**src/rtl/torreta_pkg.sv**
```systemverilog
// torreta_pkg: shared definitions for the turret control unit and datapath.
//   - state codes of the torreta_uc FSM (also exported on db_estado)
//   - default watchdog parameters (50 ms at 50 MHz)
//   - distancia_max_ameaca: threat distance threshold used by the datapath
package torreta_pkg;

  localparam logic [3:0] ST_INICIAL        = 4'h0;
  localparam logic [3:0] ST_PREPARACAO     = 4'h1;
  localparam logic [3:0] ST_MEDIR          = 4'h2;
  localparam logic [3:0] ST_AGUARDA_MEDIDA = 4'h3;
  localparam logic [3:0] ST_TRANSMITIR     = 4'h4;
  localparam logic [3:0] ST_AGUARDA_ENVIO  = 4'h5;
  localparam logic [3:0] ST_AVALIA         = 4'h6;
  localparam logic [3:0] ST_ARMAR          = 4'h7;
  localparam logic [3:0] ST_DISPARO        = 4'h8;
  localparam logic [3:0] ST_RECARGA        = 4'h9;
  localparam logic [3:0] ST_ESPERA_GIRO    = 4'hA;
  localparam logic [3:0] ST_GIRAR          = 4'hB;

  localparam int TIMEOUT_PADRAO   = 2_500_000;
  localparam int N_TIMEOUT_PADRAO = 22;

  localparam logic [8:0] distancia_max_ameaca = 9'd50;

endpackage

```
**src/rtl/torreta_uc_sincronizador_2ff.sv**
```systemverilog
// sincronizador_2ff: two-flop synchronizer for a single asynchronous level.
//   clock : destination clock
//   reset : asynchronous active-low clear of both flops
//   d     : asynchronous input
//   q     : synchronized output (2 clock latency)
module sincronizador_2ff (
  input  logic clock,
  input  logic reset,
  input  logic d,
  output logic q
);

  logic meta;

  always_ff @(posedge clock or negedge reset) begin
    if (!reset) begin
      meta <= 1'b0;
      q    <= 1'b0;
    end else begin
      meta <= d;
      q    <= meta;
    end
  end

endmodule

```
**src/rtl/torreta_uc.sv**
```systemverilog
// torreta_uc: control unit of the turret. Sequences torreta_fd through one
// scan step (measure, transmit, evaluate, fire if needed, wait, rotate).
//   clock, reset          : system clock / async active-low reset
//   ligar                 : run enable level
//   carregar              : raw ammo-load button, synchronized to conta_municao
//   *_pronto, fim_*, ...  : datapath status inputs
//   medir ... recarregar_disparo : datapath command outputs (Moore decoded)
//   pronto                : idle indication
//   db_timeout            : sticky measurement-timeout flag
//   db_estado             : current state code
//
// state | meaning
// 0 inicial        | idle, pronto=1, waits for ligar
// 1 preparacao     | clears measurement watchdog
// 2 medir_st       | 1-cycle measure command
// 3 aguarda_medida | waits for measurement, watchdog running
// 4 transmitir_st  | 1-cycle transmit command
// 5 aguarda_envio  | waits for serial frame sent
// 6 avalia         | threat & ammo decision
// 7 armar          | arming counter enabled
// 8 disparo        | firing counter enabled
// 9 recarga        | reload counter enabled
// A espera_giro    | inter-rotation timer enabled
// B girar_st       | 1-cycle servo step, then next step or idle
module torreta_uc
  import torreta_pkg::*;
#(
  parameter int TIMEOUT   = TIMEOUT_PADRAO,
  parameter int N_TIMEOUT = N_TIMEOUT_PADRAO
) (
  input  logic       clock,
  input  logic       reset,
  input  logic       ligar,
  input  logic       carregar,
  input  logic       medida_pronto,
  input  logic       envio_pronto,
  input  logic       fim_tempo,
  input  logic       ameaca_detectada,
  input  logic       municao_carregada,
  input  logic       disparo_pronto,
  input  logic       fim_disparo,
  input  logic       disparo_carregado,
  output logic       medir,
  output logic       transmitir,
  output logic       girar,
  output logic       conta_tempo,
  output logic       armar_disparo,
  output logic       disparar,
  output logic       recarregar_disparo,
  output logic       conta_municao,
  output logic       pronto,
  output logic       db_timeout,
  output logic [3:0] db_estado
);

  localparam logic [N_TIMEOUT-1:0] WD_FIM = N_TIMEOUT'(TIMEOUT - 1);

  logic [3:0]           estado, proximo;
  logic [N_TIMEOUT-1:0] watchdog;
  logic                 wd_fim;

  assign wd_fim = (watchdog == WD_FIM);

  sincronizador_2ff u_sinc_carregar (
    .clock (clock),
    .reset (reset),
    .d     (carregar),
    .q     (conta_municao)
  );

  always_ff @(posedge clock or negedge reset) begin
    if (!reset) estado <= ST_INICIAL;
    else        estado <= proximo;
  end

  always_comb begin
    proximo = ST_INICIAL;
    case (estado)
      ST_INICIAL:        proximo = ligar ? ST_PREPARACAO : ST_INICIAL;
      ST_PREPARACAO:     proximo = ST_MEDIR;
      ST_MEDIR:          proximo = ST_AGUARDA_MEDIDA;
      // measurement completion wins over a simultaneous watchdog expiry
      ST_AGUARDA_MEDIDA: proximo = medida_pronto ? ST_TRANSMITIR :
                                   wd_fim        ? ST_ESPERA_GIRO : ST_AGUARDA_MEDIDA;
      ST_TRANSMITIR:     proximo = ST_AGUARDA_ENVIO;
      ST_AGUARDA_ENVIO:  proximo = envio_pronto ? ST_AVALIA : ST_AGUARDA_ENVIO;
      ST_AVALIA:         proximo = (ameaca_detectada && municao_carregada) ?
                                   ST_ARMAR : ST_ESPERA_GIRO;
      ST_ARMAR:          proximo = disparo_pronto ? ST_DISPARO : ST_ARMAR;
      ST_DISPARO:        proximo = fim_disparo ? ST_RECARGA : ST_DISPARO;
      ST_RECARGA:        proximo = disparo_carregado ? ST_ESPERA_GIRO : ST_RECARGA;
      ST_ESPERA_GIRO:    proximo = fim_tempo ? ST_GIRAR : ST_ESPERA_GIRO;
      ST_GIRAR:          proximo = ligar ? ST_PREPARACAO : ST_INICIAL;
      default:           proximo = ST_INICIAL;
    endcase
  end

  always_comb begin
    medir              = 1'b0;
    transmitir         = 1'b0;
    girar              = 1'b0;
    conta_tempo        = 1'b0;
    armar_disparo      = 1'b0;
    disparar           = 1'b0;
    recarregar_disparo = 1'b0;
    pronto             = 1'b0;
    case (estado)
      ST_INICIAL:     pronto             = 1'b1;
      ST_MEDIR:       medir              = 1'b1;
      ST_TRANSMITIR:  transmitir         = 1'b1;
      ST_ARMAR:       armar_disparo      = 1'b1;
      ST_DISPARO:     disparar           = 1'b1;
      ST_RECARGA:     recarregar_disparo = 1'b1;
      ST_ESPERA_GIRO: conta_tempo        = 1'b1;
      ST_GIRAR:       girar              = 1'b1;
      default:        ;
    endcase
  end

  assign db_estado = estado;

  always_ff @(posedge clock or negedge reset) begin
    if (!reset) begin
      watchdog <= '0;
    end else if (estado == ST_PREPARACAO) begin
      watchdog <= '0;
    end else if (estado == ST_AGUARDA_MEDIDA) begin
      watchdog <= watchdog + 1'b1;
    end
  end

  always_ff @(posedge clock or negedge reset) begin
    if (!reset) begin
      db_timeout <= 1'b0;
    end else if (estado == ST_AGUARDA_MEDIDA) begin
      if (medida_pronto)  db_timeout <= 1'b0;
      else if (wd_fim)    db_timeout <= 1'b1;
    end
  end

endmodule

```
**config.mk**
```make
export PLATFORM = sky130hd
export DESIGN_NAME = torreta_uc
export DESIGN_NICKNAME = d
export VERILOG_FILES = /design/src/rtl/torreta_pkg.sv /design/src/rtl/torreta_uc_sincronizador_2ff.sv /design/src/rtl/torreta_uc.sv
export SDC_FILE = /design/constraint.sdc
export NUM_CORES = 1
export LEC_CHECK = 0
export ABC_AREA = 1
export BUFFER_PORTS_ARGS = -buffer_cell sky130_fd_sc_hd__clkbuf_2
export CAP_MARGIN = 20
export CORE_MARGIN = 5
export CORE_UTILIZATION = 51
export CTS_CLUSTER_DIAMETER = 120
export DETAILED_ROUTE_END_ITERATION = 6
export GPL_ROUTABILITY_DRIVEN = 1
export PLACE_DENSITY = 0.75
export SLEW_MARGIN = 15
export SYNTH_ARGS = -nofsm -noshare
export SYNTH_HDL_FRONTEND = slang
export SYNTH_HIERARCHICAL = 1
export SYNTH_SLANG_ARGS = --single-unit
```
**constraint.sdc**
```tcl
create_clock -name clock -period 1.5 [get_ports clock]
set_input_delay 0.225 -clock clock [delete_from_list [all_inputs] [get_ports clock]]
set_output_delay 0.225 -clock clock [all_outputs]
set_load 0.005 [all_outputs]
```
==> flow_summary.toml <==
[status]
status = "complete, but fails checks"
violations = "negative setup slack"

[finish]
fillers = 278
final_common_cell = "nand2_1"
area_delta_synth_final_pct = 28.3
diodes = 0
final_cell_mix = "nand2_1 (46), nor2_1 (41), dfrtp_1 (28)"
drive_gt1_share_pct = 32.9
finish.utilization_pct = 68.4
nets = 316

[setup_path]
criticalPathCategory = "reg2out"
max_stage_delay_ns = 0.43
cp_cell_sequence = "buf_6, nor2_4, inv_2, nor2_2, buf_2"
crit_fanout = 4
worstPathRequired_ns = 1.27
critPathLaunchType = "flop"
endpoint_kind = "output pin"
cp.arrival_ns = 1.33
cp_slowest_cell = "dfrtp_1"

[grt]
grtUsageTotal_pct = 18.2
grt_pass1_vias = 1566
antenna_found_initial = 0
grt_max_degree = 30
grt_pass1_wl_mm = 7.07
gr-total-overflow = 0

[power]
total_power_w = 0.00318
p_clk_share_pct = 17.1
p_sw_w = 0.00135
p_per_area_mw_per_mm2 = 1370
power.leakage_nw = 1.16
power_frac_seq_pct = 32.0
p_sw_share_pct = 42.4
p_comb_share_pct = 50.9
ir_drop_mv = 0.613
internal_power_w = 0.00183

[routing]
drt-pass1-iter-count = 4
drc = 0
vias_per_cell = 5.13
vias = 1797
wl_per_cell_microns = 12.6
final_antenna_net_count = 0
drt_wl_total_mm = 4.42
drtIter0Drc = 156

[floorplan]
io_pins = 26
fp.coreArea_sq_mm = 0.00339
die_x_microns = 69.5
initial_utilization_pct = 53.3
fp.dieH_microns = 69.5
row_count = 21
die-area_sq_mm = 0.00483

[clocking]
cts_num_sinks = 29
cts_max_level = 2
clk_pin_slew_worst_paths_ns = 0.08
root_buffer = "clkbuf_4"
cts_buffer_depth = 2
clock_latency_ns = 0.34
cts_tree = "done"
cts_made_buffers = 5

[timing]
worstMarginPinSlew_ns = 0.358
final.min_clock_period_ns = 1.56
setup_tns_ns = -0.100
skew_ns = 0.00873
setup_ws_ns = -0.0571
slew_violations = 0
min_period_over_period_pct = 104
setup_viol = 6
rsz0062_at_grt = "yes"
finalHoldViolations = 0
slew_headroom_pct = 76.1
max_freq_mhz = 642

[placement]
dp_hpwl_mm = 3.15
io_buffers = 25
pre_cts_ws_ns = 0.0194
place.gp.congestion = 0.895

[hold_path]
min_path_type = "in2reg"

[synthesis]
ys_seq_area_share_pct = 40.2
yosysUniqueCellTypes = 23
yosys_warnings = 6
syn_area_per_cell_sq_um = 7.05
syn_area_sq_mm = 0.00181
synth_nets = 269
synth_seq_cells = 29
postSynthCellCount = 256

[run]
cap_violations = 0
-- critical path: cells and delay by family (launching register included) --
family                 cells  cell delay [ns]
and+or+nand+nor            2             0.25
DFF                        1             0.43
buffers and inverters      3             0.32
-- Yosys cell counts --
master / number / area share (%)
nand2_1: 53 / 11
nor2_1: 48 / 10
inv_1: 33 / 6.9
dfrtp_1: 29 / 40
nand3_1: 18 / 5.0
a21oi_1: 17 / 4.7
o21ai_0: 12 / 3.3
nand4_1: 7 / 2.4
nor2_4: 7 / 4.4
nor3_1: 6 / 1.7
inv_2: 5 / 1.0
nor2_2: 4 / 1.4
nand2_2: 3 / 1.0
nand2_4: 3 / 1.9
nand3b_1: 2 / 0.83
nor3b_1: 2 / 0.83
a32o_1: 1 / 0.55
clkbuf_2: 1 / 0.28
clkbuf_8: 1 / 0.76
ha_1: 1 / 0.69
nand3_2: 1 / 0.55
o21ai_1: 1 / 0.28
o22ai_1: 1 / 0.35
-- power groups by stage --
stage	clock, W	sequential [W]	combinational (W)
after floorplan	0	0.00103	0.000738
after global placement	0	0.00101	0.00114
after detailed placement	0	0.00101	0.00115
after CTS	0.000558	0.000986	0.00131
after global routing	0.000594	0.00103	0.00179
final	0.000543	0.00102	0.00162
-- cell families (layout without fill, tap and decap cells) --
family,after synthesis,in the layout,share of synthesized area [%]
DFF,29,29,40.2
buffers and inverters,40,88,8.94
and+or+nand+nor,154,154,41.0
adders and majority gates,1,1,0.693
AOI/OAI and AO/OA,32,32,9.22
-- registers in the layout, indices dropped and copies added, names as in the netlist --
signal / count
watchdog: 22
db_timeout: 1
u_sinc_carregar/meta: 1
db_estado: 4
u_sinc_carregar/q: 1
-- metrics by stage --
stage	cells	hold WS (ns)	cell area [sq um]
after floorplan	256	-0.0706	1810
after global placement	330	0.247	2010
after global routing	350	0.141	2320
after detailed placement	330	0.253	2010
after CTS	344	0.109	2150
final	350	0.113	2320
-- final timing paths --
check,endpoint,start,slack (ns),depth (start not counted)
setup / recovery,recarregar_disparo,db_estado[1],-0.06,5
hold / removal,db_estado[1],disparo_carregado,0.11,3
setup reg to reg,watchdog[19],db_estado[2],0,8
hold reg to reg,u_sinc_carregar/q,u_sinc_carregar/meta,0.36,0
max in group asynchronous,db_estado[2],reset,0.79,3
min in group asynchronous,u_sinc_carregar/q,reset,0.42,3
-- area by class of cell --
class | instances | area [sq um] | area share [%]
Inverter | 38 | 150 | 6.48
Tap cell | 46 | 57.6 | 2.48
Sequential cell | 29 | 727 | 31.4
Multi-Input combinational cell | 187 | 1040 | 44.9
Timing Repair Buffer | 42 | 273 | 11.8
Clock inverter | 1 | 5.00 | 0.216
Clock buffer | 7 | 65.1 | 2.81
-- what timing repair did --
item / 4_1_cts / 5_1_grt
pin swaps: 3 / 7
buffers inserted: 4 / 6
endpoints found under the setup margin: 8 / 23
hold buffers: 2 / 0
gates resized for setup: 9 / 41
endpoints found under the hold margin: 30 / 0
cloned: 0 / 0
-- routing by layer --
metal,GRT usage (%),part of all wire (%),vias to the layer above
li1,-,-,914
met1,25.0,45,825
met2,26.6,46,46
met3,5.51,6.8,12
met4,7.16,2.6,0
met5,0,0,-
(Power assumes the default switching activity.)
